File: config.mk
export PLATFORM = sky130hd
export DESIGN_NAME = tracer
export DESIGN_NICKNAME = d
export VERILOG_FILES = /design/src/rtl/tracer_pkg.sv /design/src/rtl/tracer_stream_unpacker.sv /design/src/rtl/tracer.sv
export SDC_FILE = /design/constraint.sdc
export NUM_CORES = 1
export LEC_CHECK = 0
export BUFFER_PORTS_ARGS = -buffer_cell sky130_fd_sc_hd__buf_2
export CORE_ASPECT_RATIO = 1.75
export CORE_UTILIZATION = 45
export CTS_CLUSTER_DIAMETER = 50
export DETAILED_ROUTE_END_ITERATION = 16
export GPL_ROUTABILITY_DRIVEN = 1
export GPL_TIMING_DRIVEN = 0
export PLACE_DENSITY = 0.66
export SYNTH_ARGS = -nofsm -noshare
export SYNTH_HDL_FRONTEND = slang
export SYNTH_SLANG_ARGS = --single-unit
File: constraint.sdc
create_clock -name CLK_I -period 5.4 [get_ports CLK_I]
set_clock_uncertainty 0.2 [all_clocks]
set_input_delay 0.27 -clock CLK_I [delete_from_list [all_inputs] [get_ports CLK_I]]
set_output_delay 0.27 -clock CLK_I [all_outputs]
set_load 0.005 [all_outputs]
File: src/rtl/tracer_pkg.sv
// Shared constants, mode/state enums and lane-geometry helpers for the
// tracer write (packing) and read (unpacking) paths.
package tracer_pkg;

  localparam int TRB_WIDTH       = 64;
  localparam int TRB_MAX_TRACES  = 32;
  localparam int TRB_NTRACE_BITS = 3;
  localparam int POS_W           = $clog2(TRB_WIDTH);
  localparam int LANE_LG_MAX     = $clog2(TRB_MAX_TRACES);

  typedef logic [TRB_NTRACE_BITS-1:0] ntrace_t;

  typedef enum logic [1:0] {
    TRACE_MODE     = 2'd0,
    W_STREAM_MODE  = 2'd1,
    R_STREAM_MODE  = 2'd2,
    RW_STREAM_MODE = 2'd3
  } trg_mode_t;

  typedef enum logic [1:0] {
    RD_IDLE  = 2'd0,
    RD_REQ   = 2'd1,
    RD_DRAIN = 2'd2,
    RD_GAP   = 2'd3
  } rd_state_t;

  // log2 of the active lane count, clamped to the physical lanes.
  function automatic ntrace_t lane_log2(input ntrace_t n);
    if (int'(n) > LANE_LG_MAX) return ntrace_t'(LANE_LG_MAX);
    return n;
  endfunction

  function automatic logic [TRB_MAX_TRACES-1:0] lane_mask(input ntrace_t lg);
    return {TRB_MAX_TRACES{1'b1}} >> (TRB_MAX_TRACES - (1 << lg));
  endfunction

  // Index of the last sample in a word: TRB_WIDTH/L - 1.
  function automatic logic [POS_W-1:0] last_fill(input ntrace_t lg);
    return POS_W'((TRB_WIDTH >> lg) - 1);
  endfunction

endpackage

File: src/rtl/tracer_stream_unpacker.sv
// Read path: requests a word from the logger, then serialises it L bits per
// cycle, LSB-first, with a one-cycle request gap between words.
module stream_unpacker
  import tracer_pkg::*;
(
  input  logic                      clk,
  input  logic                      rst,
  input  logic                      flush,
  input  logic                      active,
  input  ntrace_t                   lg,
  input  logic                      load_grant,
  input  logic [TRB_WIDTH-1:0]      data,
  output logic                      load_request,
  output logic [TRB_MAX_TRACES-1:0] stream,
  output logic                      stream_valid,
  output rd_state_t                 rd_state
);

  // Handshake: load_request is held high for the whole REQ state; the logger
  // answers with a single load_grant cycle carrying data. A grant seen in any
  // other state is ignored. stream is meaningful only while stream_valid=1.

  rd_state_t            state_q, state_d;
  logic [TRB_WIDTH-1:0] buf_q, buf_d;
  logic [POS_W-1:0]     cnt_q, cnt_d;

  assign rd_state = state_q;

  always_ff @(posedge clk) begin
    if (rst) begin
      state_q <= RD_IDLE;
      buf_q   <= '0;
      cnt_q   <= '0;
    end else begin
      state_q <= state_d;
      buf_q   <= buf_d;
      cnt_q   <= cnt_d;
    end
  end

  always_comb begin
    state_d      = state_q;
    buf_d        = buf_q;
    cnt_d        = cnt_q;
    load_request = 1'b0;
    stream_valid = 1'b0;
    stream       = '0;
    case (state_q)
      RD_IDLE: begin
        if (active) state_d = RD_REQ;
      end
      RD_REQ: begin
        load_request = 1'b1;
        if (!active) begin
          state_d = RD_IDLE;
        end else if (load_grant) begin
          buf_d   = data;
          cnt_d   = '0;
          state_d = RD_DRAIN;
        end
      end
      RD_DRAIN: begin
        stream_valid = 1'b1;
        stream       = buf_q[TRB_MAX_TRACES-1:0] & lane_mask(lg);
        buf_d        = buf_q >> (1 << lg);
        if (cnt_q == last_fill(lg)) begin
          cnt_d   = '0;
          state_d = RD_GAP;
        end else begin
          cnt_d = cnt_q + 1'b1;
        end
        if (!active) state_d = RD_IDLE;
      end
      RD_GAP: begin
        // One request-free cycle lets the logger drop its finished_read.
        state_d = active ? RD_REQ : RD_IDLE;
      end
      default: state_d = RD_IDLE;
    endcase
    if (flush) begin
      state_d = RD_IDLE;
      buf_d   = '0;
      cnt_d   = '0;
    end
  end

endmodule

File: src/rtl/tracer.sv
// Tracer stage of the streaming trace buffer: packs samples into words for
// the logger, records the trigger position, and streams words back out.
module tracer
  import tracer_pkg::*;
(
  input  logic                       CLK_I,
  input  logic                       RST_I,
  input  logic [1:0]                 MODE_I,
  input  logic [TRB_NTRACE_BITS-1:0] NTRACE_I,
  input  logic [TRB_MAX_TRACES-1:0]  TRACE_I,
  input  logic                       TRACE_VALID_I,
  input  logic                       TRIGGER_I,
  output logic                       TRG_EVENT_O,
  output logic [POS_W-1:0]           EVENT_POS_O,
  input  logic                       TRG_DELAYED_I,
  output logic [TRB_WIDTH-1:0]       DATA_O,
  output logic                       STORE_O,
  input  logic                       STORE_PERM_I,
  output logic                       OVERFLOW_O,
  output logic                       LOAD_REQUEST_O,
  input  logic                       LOAD_GRANT_I,
  input  logic [TRB_WIDTH-1:0]       DATA_I,
  output logic [TRB_MAX_TRACES-1:0]  STREAM_O,
  output logic                       STREAM_VALID_O
);

  trg_mode_t            mode_q;
  ntrace_t              ntrace_q;
  logic [POS_W-1:0]     fill_q;
  logic [TRB_WIDTH-1:0] pack_q;
  logic [TRB_WIDTH-1:0] data_q;
  logic                 store_q;
  logic                 overflow_q;
  logic                 trg_event_q;
  logic [POS_W-1:0]     event_pos_q;

  logic                 flush;
  ntrace_t              lg;
  logic [POS_W-1:0]     offset;
  logic [TRB_WIDTH-1:0] word_next;
  logic                 wr_active;
  logic                 rd_active;
  rd_state_t            rd_state;

  // Any change of mode or lane count invalidates both in-flight paths.
  assign flush     = (MODE_I != mode_q) || (NTRACE_I != ntrace_q);
  assign lg        = lane_log2(ntrace_q);
  assign offset    = fill_q << lg;
  assign word_next = pack_q | (TRB_WIDTH'(TRACE_I & lane_mask(lg)) << offset);
  assign wr_active = !flush && ((mode_q == W_STREAM_MODE) || (mode_q == RW_STREAM_MODE) ||
                                ((mode_q == TRACE_MODE) && !TRG_DELAYED_I));
  assign rd_active = !flush && ((mode_q == R_STREAM_MODE) || (mode_q == RW_STREAM_MODE));

  always_ff @(posedge CLK_I) begin
    if (RST_I) begin
      mode_q      <= TRACE_MODE;
      ntrace_q    <= '0;
      fill_q      <= '0;
      pack_q      <= '0;
      data_q      <= '0;
      store_q     <= 1'b0;
      overflow_q  <= 1'b0;
      trg_event_q <= 1'b0;
      event_pos_q <= '0;
    end else begin
      mode_q   <= trg_mode_t'(MODE_I);
      ntrace_q <= NTRACE_I;
      store_q  <= 1'b0;
      if (wr_active) begin
        if (TRACE_VALID_I) begin
          if (fill_q == last_fill(lg)) begin
            fill_q <= '0;
            pack_q <= '0;
            if (STORE_PERM_I) begin
              data_q  <= word_next;
              store_q <= 1'b1;
            end else begin
              overflow_q <= 1'b1;
            end
          end else begin
            fill_q <= fill_q + 1'b1;
            pack_q <= word_next;
          end
        end
      end else begin
        // Flushed, stopped by the delayed trigger, or read-only mode.
        fill_q <= '0;
        pack_q <= '0;
      end
      if (!flush && (mode_q == TRACE_MODE) && TRIGGER_I && !trg_event_q) begin
        trg_event_q <= 1'b1;
        event_pos_q <= offset;
      end
    end
  end

  assign DATA_O      = data_q;
  assign STORE_O     = store_q;
  assign OVERFLOW_O  = overflow_q;
  assign TRG_EVENT_O = trg_event_q;
  assign EVENT_POS_O = event_pos_q;

  stream_unpacker u_unpacker (
    .clk          (CLK_I),
    .rst          (RST_I),
    .flush        (flush),
    .active       (rd_active),
    .lg           (lg),
    .load_grant   (LOAD_GRANT_I),
    .data         (DATA_I),
    .load_request (LOAD_REQUEST_O),
    .stream       (STREAM_O),
    .stream_valid (STREAM_VALID_O),
    .rd_state     (rd_state)
  );

endmodule

==> results_dict.tcl, run 1 <==
set metrics [dict create \
    outcome "did not finish" \
    stop_stage "global routing" \
    error_line "[ERROR GRT-0116] Global routing finished with congestion. Check the congestion regions in the DRC Viewer." \
    synth.top_cell.area_share_pct 32.28 \
    yosysWarnings 0 \
    grt_pass1_wl_um 133500 \
    dp.cells 2441 \
    synthSimpleGateAreaFrac_pct 23.88 \
    synth_area_mm2 0.01364 \
    cts_root_buf "clkbuf_16" \
    ys.flop_type "dfxtp_1" \
    synth_area_leader_cell "dfxtp_1" \
    synthAdderAreaFrac_pct 0.6420 \
    die_h_um 232.3 \
    synth_compound_area_share_pct 29.18 \
    track_usage_pct 59.69 \
    initial_utilization_pct 45.55 \
    synthXorXnorAreaFrac_pct 1.156 \
    cts_buffers 24 \
    port_buffers 212 \
    grt.overflow.total 9 \
    htreeDepth 1 \
    fp.dieW_um 133.6 \
    place_ws_ns -0.7325 \
    grt_max_degree 18 \
    dp_hpwl_um 63600 \
    synthMuxAreaShare_pct 6.777 \
    synth_top_family_by_area "compound AO/OA/AOI/OAI gates" \
    synth_cells 1839 \
    ys_ff_latch 220 \
    postSynthAreaPerCell_um2 7.419 \
    async_reset_ff_share_pct 0 \
    yosysSeqAreaShare_pct 32.28 \
    ys_top_cells_by_area "dfxtp_1 (32%), a21oi_1 (7.2%), nor2_1 (6.8%), nand2_1 (5.5%), o21ai_0 (5.0%)" \
    cts.path.max_buffers 3 \
    cts_num_sinks 220 \
    synth_edf_count 0 \
    ys_types 89 \
    rows 84 \
    gp_congestion 1.106 \
    num_io_pins 215 \
    grt_pass1_vias 18440 \
]
-- cells in the mapped netlist (all sizes together) (10+ instances only) --
cell type	number
nor3b	12
mux2i	62
nand2b	16
clkbuf	92
mux2	13
or3	10
o221ai	12
o211ai	15
inv	17
o21ai	153
a21oi	197
and3	43
nand3	35
nand2	200
a31oi	42
a22oi	12
a311oi	33
nor2	250
dfxtp	220
a221oi	11
and2	19
nor3	61
o22ai	21
buf	74
nor2b	22
xnor2	10
a211oi	45
-- repair_timing --
item / 4_1_cts
hold endpoints to repair: 94
setup buffers: 1
hold buffers: 80
setup endpoints to repair: 121
resized for setup: 7
pin swaps: 1
-- routing by layer --
metal  GRT overflow  global-route usage [%]
met5              0                  0.4902
met2              4                   90.14
met1              0                   56.18
met3              0                   28.12
met4              5                   66.69
-- through the flow --
stage	utilization, %	hold slack (ns)	setup TNS, ns	instance area (µm²)
floorplan	-	0.1982	0	13650
global placement	50.74	0.2330	-19.85	15200
detailed placement	50.77	0.2429	-22.15	15210
CTS	56.31	0.003717	0	16870
-- cells by family after synthesis --
kind of cell / after synthesis
AND/OR/NAND/NOR: 704
adder cells (fa/ha/maj): 7
other: 1
buffers and inverters: 183
flip-flops: 220
XOR/XNOR: 18
multiplexers: 82
AO/OA/AOI/OAI: 624
==> inputs of run 2 (changes only) <==
CORE_ASPECT_RATIO = unset   (was 1.75)
CORE_UTILIZATION = 30   (was 45)
CTS_CLUSTER_DIAMETER = unset   (was 50)
PLACE_DENSITY = unset   (was 0.66)
PLACE_DENSITY_LB_ADDON = 0.15   (was unset)
==> run 2 against run 1 <==
The run now ends clean. Area after synthesis unchanged. Synthesized cell count is the same.
==> results_dict.tcl, run 2 <==
set metrics [dict create \
    cts.path.max_buffers 3 \
    slew_viol_final 0 \
    rows 77 \
    track_usage_pct 34.24 \
    vias 16920 \
    p_int_mw 2.781 \
    swShare_pct 29.48 \
    hold_violations 0 \
    avgRoutedWirePerCell_um 29.49 \
    relSlewSlack_pct 23.99 \
    yosysMostFrequentCell "nor2_1" \
    synth_area_leader_cell "dfxtp_1" \
    required_ns 4.93 \
    slowest_delay_ns 0.49 \
    crit_type "flop to output port" \
    totalNegativeSetupSlack_ns 0 \
    yosys-top-cells-count "nor2_1 (248), dfxtp_1 (220), nand2_1 (200), a21oi_1 (197), o21ai_0 (136)" \
    synth_edf_count 0 \
    p_switching_mw 1.163 \
    nNetsFinal 2280 \
    core-area_mm2 0.04451 \
    period_share_pct 98.75 \
    ys_ff_latch 220 \
    drt_first_pass_iters 8 \
    setup_viol 0 \
    grt_pass1_vias 15790 \
    outcome "finished clean" \
    syn_to_final_growth_pct 25.70 \
    drt-total-wl_um 81910 \
    drc 0 \
    gp_congestion 1.036 \
    tightest_slew_ns 1.128 \
    ys.flop_type "dfxtp_1" \
    p_leak_nw 6.490 \
    drtAntennaViolNets 0 \
    final_common_cell "buf_2" \
    postSynthAreaPerCell_um2 7.419 \
    routed_via_density 6.091 \
    grt_max_degree 15 \
    ys_top_cells_by_area "dfxtp_1 (32%), a21oi_1 (7.2%), nor2_1 (6.8%), nand2_1 (5.5%), o21ai_0 (5.0%)" \
    power_frac_clock_pct 44.0 \
    crit_path_cell_trace "buf_6, buf_4, buf_2, nor2_4, buf_4, inv_1, ha_1, clkbuf_1, clkbuf_2, o221ai_1, clkbuf_2, buf_2, nor3_1, and3_1, buf_2" \
    antenna_found_initial 3 \
    drive_gt1_share_pct 17.55 \
    fmax_mhz 187.5 \
    yosysWarnings 0 \
    final_cell_mix "buf_2 (261), nor2_1 (247), dfxtp_1 (220), nand2_1 (200), a21oi_1 (197)" \
    r2r_slack_ns 0.14 \
    yosysSeqAreaShare_pct 32.28 \
    die_h_um 215.3 \
    p_seq_share_pct 41.3 \
    path_buf_inv 10 \
    pwr-share-comb_pct 14.7 \
    clock_latency_ns 0.61 \
    fillers 4861 \
    path_clk_slew_ns 0.07 \
    dp_hpwl_um 62040 \
    cp_common_cell "buf_2" \
    htreeDepth 1 \
    power_mw 3.944 \
    synth.top_cell.area_share_pct 32.28 \
    worstHoldPathType "primary input to flop" \
    cts_root_buf "clkbuf_16" \
    grt_pass1_wl_um 115500 \
    final_util_pct 38.53 \
    synth_area_mm2 0.01364 \
    cts_tree "built" \
    synth_cells 1839 \
    cts_buffers 27 \
    async_reset_ff_share_pct 0 \
    p_per_area_mw_per_mm2 230.0 \
    maxCapViolations 0 \
    critical_path_arrival_ns 4.86 \
    critPathSlowestCell "dfxtp_1" \
    rsz0062_at_grt "true" \
    cts_num_sinks 220 \
    cp-start-kind "flop" \
    crit_fanout 10 \
    num_io_pins 215 \
    grt.overflow.total 0 \
    drtIter0Drc 2424 \
    crit_family "buffers and inverters" \
    initial_utilization_pct 30.65 \
    end_kind "output port" \
    port_buffers 212 \
    ys_types 89 \
    fin_crit_ns 5.333 \
    die-area_mm2 0.04633 \
    vdd_drop_max_v 0.0002151 \
    fp.dieW_um 215.3 \
]
-- run 2: cell counts after synthesis --
No cell type changed its count.
-- run 2: timing repair --
item | 4_1_cts | 5_1_grt
hold buffers | 81 | 0
buffers inserted | 1 | 0
endpoints found under the hold margin | 99 | 0
resized for setup | 8 | 6
setup endpoints to repair | 140 | 53
pin swaps | 1 | 0
-- run 2: cells by family after synthesis --
family | after synthesis | share of synthesized area (%)
other | 1 | 0.02749
AOI/OAI and AO/OA | 624 | 29.18
xor gates and xnor gates | 18 | 1.156
adders and majority gates | 7 | 0.6419
DFF | 220 | 32.28
muxes | 82 | 6.777
buffers and inverters | 183 | 6.053
and+or+nand+nor | 704 | 23.88
-- run 2: layout make-up --
| class | instances | area, µm² | share of cell area (%) |
|---|---|---|---|
| multi-input cells | 1439 | 8459 | 49.33 |
| flip-flops and latches | 220 | 4404 | 25.68 |
| repair buffers | 295 | 1891 | 11.02 |
| plain buffers | 165 | 768.2 | 4.480 |
| clock buffers | 40 | 764.5 | 4.458 |
| well taps | 592 | 740.7 | 4.319 |
| inverters | 17 | 63.81 | 0.3721 |
| clock inverters | 6 | 47.55 | 0.2773 |
| diodes | 4 | 10.01 | 0.05837 |
-- run 2: power groups by stage --
stage	clock [mW]	combinational, mW	sequential [mW]
floorplan	0	0.268	1.66
global placement	0	0.509	1.66
detailed placement	0	0.507	1.66
CTS	1.75	0.555	1.63
global route	1.81	0.596	1.63
finish	1.73	0.582	1.63
-- run 2: per-layer routing --
layer  routed length [µm]  GRT usage [%]
met4                 2979          10.87
met5                    0              0
met3                 8666          7.389
met1                36900          49.29
met2                33360          50.24
-- run 2: worst paths after layout --
check                 end  depth (start not counted)        start
max          STREAM_O[31]                         15  ntrace_q[2]
min reg2reg    pack_q[31]                          2   pack_q[31]
min            pack_q[36]                          4  TRACE_I[20]
max reg2reg    DATA_O[31]                         16  ntrace_q[0]
-- run 2: worst register-to-register path: stages (launching register included) --
cell,delay (ns)
dfxtp_1,0.31
buf_2,0.23
buf_6,0.19
nand2b_2,0.24
nor2_4,0.28
buf_4,0.35
inv_1,0.09
ha_1,0.31
clkbuf_1,0.28
nand4b_1,0.19
a31oi_1,0.24
nor3b_1,0.51
o21ai_1,0.20
a2111oi_4,0.68
a32o_1,0.45
a22oi_2,0.20
o21ai_1,0.19
-- run 2: stage by stage --
| step | area [µm²] | instances | setup WS (ns) | hold slack, ns |
|---|---|---|---|---|
| final | 17150 | 2778 | 0.06747 | 0.06680 |
| after global routing | 17140 | 2775 | -0.007244 | 0.07667 |
| after CTS | 17120 | 2774 | 0.1154 | 0.04062 |
| after detailed placement | 15480 | 2647 | -0.6228 | 0.2438 |
| after global placement | 15460 | 2646 | -0.6404 | 0.2384 |
| after floorplan | 13650 | 1842 | 1.378 | 0.1982 |
No activity file was read; power rests on OpenSTA's default activity.
